## config.mk

```make
export PLATFORM = sky130hd
export DESIGN_NAME = pam4_rx_slicer
export DESIGN_NICKNAME = d
export VERILOG_FILES = /design/src/rtl/pam4_rx_slicer.sv
export SDC_FILE = /design/constraint.sdc
export NUM_CORES = 1
export LEC_CHECK = 0
export BUFFER_PORTS_ARGS = -buffer_cell sky130_fd_sc_hd__buf_4
export CAP_MARGIN = 40
export CORE_ASPECT_RATIO = 0.5
export CORE_MARGIN = 2
export CORE_UTILIZATION = 33
export DETAILED_ROUTE_END_ITERATION = 8
export HOLD_SLACK_MARGIN = 0.03
export PLACE_DENSITY = 0.61
export SYNTH_ARGS = -nofsm -noshare
export SYNTH_HDL_FRONTEND = slang
export SYNTH_SLANG_ARGS = --single-unit
export TNS_END_PERCENT = 100
```

## constraint.sdc

```tcl
create_clock -name clk -period 16.4 [get_ports clk]
set_input_delay 3.28 -clock clk [delete_from_list [all_inputs] [get_ports clk]]
set_output_delay 3.28 -clock clk [all_outputs]
set_load 0.02 [all_outputs]
```

## src/rtl/pam4_rx_slicer.sv

```systemverilog
// PAM4 receive slicer: picks one of four samples per symbol, decides the 2-bit level
// against an adaptive threshold, and reports the slicing error.
module pam4_rx_slicer #(
  parameter int          AVG_LOG2 = 10,
  parameter logic [17:0] REF_INIT = 18'sd16384
) (
  input  logic               clk,
  input  logic               reset,
  input  logic               sam_clk_en,
  input  logic               sym_clk_en,
  input  logic signed [17:0] in,
  input  logic [1:0]         phase_sel,
  output logic [1:0]         sym,
  output logic               sym_valid,
  output logic signed [17:0] err,
  output logic [17:0]        ref_level
);

  localparam int ACC_W = 18 + AVG_LOG2;

  logic [1:0]          phase_cnt;
  logic signed [17:0]  x_reg;
  logic                v1;
  logic [ACC_W-1:0]    acc;
  logic [AVG_LOG2-1:0] sym_cnt;

  logic signed [19:0]  x_ext;
  logic signed [19:0]  ref_ext;
  logic signed [19:0]  half_ext;
  logic signed [19:0]  lvl3_ext;
  logic signed [19:0]  recon;
  logic signed [19:0]  diff;
  logic [1:0]          dec;
  logic signed [17:0]  err_sat;
  logic [17:0]         x_abs;
  logic [ACC_W-1:0]    acc_sum;
  logic [17:0]         new_ref;
  logic                cnt_wrap;

  // Phase counter: the symbol strobe realigns it, otherwise it follows the sample strobe.
  always_ff @(posedge clk or posedge reset) begin
    if (reset) begin
      phase_cnt <= 2'd0;
    end else if (sym_clk_en) begin
      phase_cnt <= 2'd0;
    end else if (sam_clk_en) begin
      phase_cnt <= phase_cnt + 2'd1;
    end
  end

  always_ff @(posedge clk or posedge reset) begin
    if (reset) begin
      x_reg <= 18'sd0;
      v1    <= 1'b0;
    end else begin
      v1 <= sam_clk_en && (phase_cnt == phase_sel);
      if (sam_clk_en && (phase_cnt == phase_sel)) begin
        x_reg <= in;
      end
    end
  end

  // Decision levels sit at +-ref/2 and +-3ref/2; 20 bits keep the error free of wrap.
  always_comb begin
    x_ext    = {{2{x_reg[17]}}, x_reg};
    ref_ext  = {2'b00, ref_level};
    half_ext = {3'b000, ref_level[17:1]};
    lvl3_ext = ref_ext + half_ext;
    dec      = 2'b00;
    recon    = -lvl3_ext;
    if (x_ext >= ref_ext) begin
      dec   = 2'b11;
      recon = lvl3_ext;
    end else if (x_ext >= 20'sd0) begin
      dec   = 2'b10;
      recon = half_ext;
    end else if (x_ext >= -ref_ext) begin
      dec   = 2'b01;
      recon = -half_ext;
    end
    diff = x_ext - recon;
    if (diff > 20'sd131071) begin
      err_sat = 18'sd131071;
    end else if (diff < -20'sd131072) begin
      err_sat = -18'sd131072;
    end else begin
      err_sat = diff[17:0];
    end
  end

  always_comb begin
    if (x_reg == -18'sd131072) begin
      x_abs = 18'd131071;
    end else if (x_reg[17]) begin
      x_abs = 18'($unsigned(-x_reg));
    end else begin
      x_abs = 18'($unsigned(x_reg));
    end
    acc_sum  = acc + ACC_W'(x_abs);
    new_ref  = 18'(acc_sum >> AVG_LOG2);
    cnt_wrap = (sym_cnt == {AVG_LOG2{1'b1}});
  end

  always_ff @(posedge clk or posedge reset) begin
    if (reset) begin
      sym       <= 2'b00;
      err       <= 18'sd0;
      sym_valid <= 1'b0;
    end else begin
      sym_valid <= v1;
      if (v1) begin
        sym <= dec;
        err <= err_sat;
      end
    end
  end

  // Block average of |x|; the wrapping symbol was already sliced with the old threshold.
  always_ff @(posedge clk or posedge reset) begin
    if (reset) begin
      acc       <= '0;
      sym_cnt   <= '0;
      ref_level <= REF_INIT;
    end else if (v1) begin
      sym_cnt <= sym_cnt + AVG_LOG2'(1);
      if (cnt_wrap) begin
        ref_level <= new_ref;
        acc       <= '0;
      end else begin
        acc <= acc_sum;
      end
    end
  end

endmodule

```

# After elaboration in Yosys (flattened, before gate mapping)
# Index checks and enable logic that the tools add are counted.
# word_totals
output_inout_bits	39
register_bits	98
# classes
order_cmp	5
reduce_logical	3
add_sub_neg	9
n_eq_ne	3
mux	13
# op_table
op	count
$mux W18	4
$mux W20	3
$add A28 B18 Y28	1
$mux W28	1
$ge A18 B20 Y1	1
$gt A20 B18 Y1 const B	1
$lt A20 B18 Y1 const B	1
$neg A17 Y20	1
$neg A18 Y20	1
$neg A19 Y20	1
$sub A18 B20 Y20	1
$add A18 B17 Y19	1
$ge A18 B19 Y1	1
$eq A18 B18 Y1 const B	1
$ge A18 B1 Y1 const B	1
$neg A18 Y18	1
$add A10 B1 Y10 const B	1
$eq A10 B10 Y1 const B	1
$mux W2	4
$add A2 B1 Y2 const B	1
$eq A2 B2 Y1	1
$reduce_and A2 Y1	1
$reduce_bool A2 Y1	1
$logic_and A1 B1 Y1	1
$mux W1	1

# Logic depth before layout (Yosys ltp)
# depth
depth_word	9
ltp_mapped	32
ltp_nobuf	29

# Worst setup path before layout
# Ideal clock, no wire load.
# synth_timing
kind	register -> register
startpoint	register ref_level[1]
endpoint	register err[13]
required_ps	16274
arrival_ps	6452
n_path_buf	2
path_stages_with_launch	30
slack_ps	9822
path_cell_list	dfrtp_1 -> inv_1 -> ha_1 -> and3_1 -> nand3_1 -> nor2_1 -> xnor2_1 -> ha_1 -> a2111oi_0 -> nand2_1 -> o211a_1 -> a2111oi_2 -> and4_1 -> or2_2 -> clkbuf_1 -> o21ai_0 -> a22oi_1 -> nor2_1 -> a221oi_1 -> ha_1 -> and3_1 -> and2_1 -> o31ai_1 -> a21oi_1 -> or4_1 -> and3_1 -> a2111oi_4 -> nor4_4 -> buf_6 -> a221o_1
# synth_via
elab_chain_cells	9
elab_cells_between_ends	14
# synth_rtl
item	line_no	text
start: declaration	16	output logic [17:0] ref_level
start signal: assignment	127	ref_level <= new_ref;
$add A18 B17 Y19 or $neg A18 Y20 (tied branches)	68, 77	
$neg A19 Y20 or $ge A18 B20 Y1 (tied branches)	70, 77	
$mux W20	77	end else if (x_ext >= -ref_ext) begin
$mux W20	74	end else if (x_ext >= 20'sd0) begin
$mux W20 (*)	71	if (x_ext >= ref_ext) begin
$sub A18 B20 Y20 (*)	81	diff = x_ext - recon;
$lt A20 B18 Y1	84	end else if (diff < -20'sd131072) begin
$mux W18	84	
$mux W18 (*)	82	if (diff > 20'sd131071) begin
end signal: assignment	113	err <= err_sat;
end: declaration	15	output logic signed [17:0] err,
# Mark *: on every way between the ends. The rest lies on a longest branch, timed or not.
# A chain may end at the register's enable or synchronous reset.

# Final worst setup path
# layout_timing
startpoint	register ref_level[1]
endpoint	register err[16]
# Same word-level chain as after synthesis.

==> results_dict.tcl <==
set metrics [dict create \
    status "completed" \
    num_vias 9107 \
    ioPinCount 63 \
    seq_area_frac_synth 0.253 \
    grt_start_max_net_pins 67 \
    slew_headroom 0.440 \
    critPathArrivalTime_ps 7860 \
    synth_area_sq_um 9720 \
    core_area_sq_um 29000 \
    root_buffer "clkbuf_16" \
    stdcell_count 1601 \
    path_buf_inv 1 \
    layout-drive-gt1-share 0.0992 \
    die_w_microns 247 \
    cap_viol_max_count 0 \
    drt_iter0_drc 665 \
    area_growth_syn_to_layout_pct 12.0 \
    fmax_mhz 132 \
    grt_pass1_wl_microns 49000 \
    max_flop_register "acc" \
    finalSetupViolations 0 \
    core.rowCount 44 \
    numCtsBuffers 9 \
    htree_levels 3 \
    crit_type "reg2reg" \
    crit_family "simple AND/OR/NAND/NOR gates" \
    ir_drop_mv 0.0756 \
    cp-start-kind "register" \
    cts_tree "done" \
    crit_path_max_fanout 23 \
    hold_class "reg2reg" \
    drt_pass1_iterations 7 \
    largest_reg_flops 28 \
    rsz0062_at_grt "no" \
    ys.flop_type "dfrtp_1" \
    synth-xor-area-share 0.0945 \
    wirelength_microns 30800 \
    antennaDiodeCount 0 \
    dieArea_sq_um 30900 \
    muxShareOfSynthArea 0.0144 \
    worstPathRequired_ps 16680 \
    routedWlPerCell_microns 19.3 \
    p_leak_nw 4.90 \
    clkTransAtPathRegs_ps 70 \
    portBuffers 62 \
    grtUsageTotal 0.201 \
    start_util 0.336 \
    cts_setup_buffers 0 \
    synth_top_cell_area_share 0.250 \
    clkLatencyLatePin_ps 350 \
    syn_area_per_cell_sq_um 8.35 \
    ys_top_cells_by_area "dfrtp_1 (25%), ha_1 (15%), xnor2_1 (6.5%)" \
    grt_antenna_before_repair 0 \
    clk_path_buf_depth 2 \
    synth-compound-area-share 0.238 \
    synthCells 1164 \
    die_h_microns 125 \
    synthSimpleGateAreaFrac 0.212 \
    postRouteAntennaNets 0 \
    overflow 0 \
    synth_edf_count 0 \
    nets 1347 \
    synth-async-reset-ratio 1.00 \
    end_kind "register" \
    clock_skew_ps 14.1 \
    route.detailed.drc 0 \
    dp_hpwl_microns 23300 \
    synth-seq-cells 98 \
    hold_viol 0 \
    ys_types 88 \
    setup_tns_ps 0 \
    crit_slowest_cell "nor4_4" \
    yosys_warnings 0 \
    period_needed_ps 7580 \
    slew_viol_final 0 \
    place_inst 1585 \
    via_per_inst 5.69 \
    syn-num-nets 1305 \
    place.gp.congestion 0.966 \
    cts_resized 0 \
    synth_top_family_by_area "compound AO/OA/AOI/OAI gates" \
    max_stage_delay_ps 630 \
    p_per_area_nw_per_um2 158 \
    synth.largest_area_cell "dfrtp_1" \
    cts_sinks 98 \
    worst-slew-pin-transition_ps 835 \
    post-route-period-util 0.462 \
    grt_pass1_vias 8831 \
    n_fill_cell 2944 \
    synth_fa_ha_area_frac 0.153 \
    cts_hold_buf 0 \
]
==> Yosys cell counts (7+ instances only) <==
library cell,number
a21o_1,21
a21oi_1,65
a221o_1,19
a221oi_1,7
a22oi_1,9
and2_1,14
and3_1,15
clkbuf_1,39
dfrtp_1,97
ha_1,114
inv_1,47
mux2i_1,7
nand2_1,159
nand2b_1,10
nand3_1,36
nand4_1,21
nor2_1,67
nor2b_1,13
nor3_1,20
o211ai_1,7
o21a_1,15
o21ai_0,77
o2bb2ai_1,17
o31ai_1,13
or2_2,7
or3_1,12
xnor2_1,72
xor2_1,31
==> power by group <==
group          internal (W)  switching [W]
registers          0.000310      0.0000957
clock network      0.000103      0.0000987
logic              0.000467       0.000648
==> cell usage in the layout, fill, tap and decap left out, drive strengths merged, types with 7 or more instances in the layout <==
| cell | n |
|---|---|
| nand2 | 159 |
| ha | 114 |
| dfrtp | 97 |
| o21ai | 80 |
| xnor2 | 73 |
| buf | 73 |
| nor2 | 67 |
| a21oi | 67 |
| inv | 48 |
| nand3 | 36 |
| xor2 | 31 |
| nand4 | 21 |
| a21o | 21 |
| nor3 | 21 |
| a221o | 19 |
| o2bb2ai | 17 |
| and3 | 15 |
| o21a | 15 |
| and2 | 15 |
| nor2b | 13 |
| o31ai | 13 |
| or3 | 12 |
| nand2b | 10 |
| clkbuf | 10 |
| a22oi | 9 |
| or2 | 8 |
| mux2i | 8 |
| o211ai | 7 |
| a221oi | 7 |
| a2111oi | 7 |
| a211oi | 7 |
==> per-stage QoR <==
step	hold slack [ps]	cell area [sq um]	total power, W	setup slack, ps	utilization
2_1_floorplan	441	9720	0.00120	9820	-
3_3_place_gp	462	10600	0.00148	9200	0.365
3_5_place_dp	466	10600	0.00150	8850	0.366
4_1_cts	480	10900	0.00171	8830	0.376
5_1_grt	500	10900	0.00186	8100	0.376
6_report	480	10900	0.00172	8820	0.376
==> cells by family (layout without fill, tap and decap cells) <==
| kind of cell | count (synthesis) | in the layout |
|---|---|---|
| AO/OA/AOI/OAI | 329 | 329 |
| XOR/XNOR | 104 | 104 |
| adder cells (fa/ha/maj) | 117 | 117 |
| buffers and inverters | 90 | 136 |
| flip-flops | 98 | 98 |
| multiplexers | 13 | 13 |
| AND/OR/NAND/NOR | 413 | 413 |
==> worst reg2reg max path, delay by kind of cell, from the launching register on <==
kind | cells | cell delay [ps]
compound gates | 7 | 1380
fa+ha+maj | 4 | 1230
buf+inv | 1 | 190
flops | 1 | 480
simple gates | 16 | 4210
==> area by class of cell <==
| class | count | area [sq um] | share of cell area |
|---|---|---|---|
| flip-flops and latches | 98 | 2450 | 0.225 |
| multi-input cells | 976 | 6910 | 0.635 |
| repair buffers | 73 | 576 | 0.0529 |
| inverters | 48 | 183 | 0.0168 |
| well taps | 391 | 489 | 0.0449 |
| clock buffers | 10 | 229 | 0.0210 |
| clock inverters | 5 | 40.0 | 0.00368 |
==> final timing paths <==
check / from / to / slack [ps] / cells after the start
min in group asynchronous: reset / sym_cnt[7] / 2940 / 2
worst max-delay path: ref_level[1] / err[16] / 8820 / 28
worst min-delay path: sym_cnt[5] / sym_cnt[5] / 480 / 1
max in group asynchronous: reset / acc[14] / 12630 / 4
worst min register to register: sym_cnt[5] / sym_cnt[5] / 480 / 1
worst max register to register: ref_level[1] / err[16] / 8820 / 28
==> routing by layer <==
layer	up-vias	part of all wire	track usage
li1	4344	-	-
met1	4406	0.45	0.266
met2	290	0.46	0.331
met3	67	0.053	0.0279
met4	0	0.036	0.0780
met5	-	0	0
(Power assumes the default switching activity.)
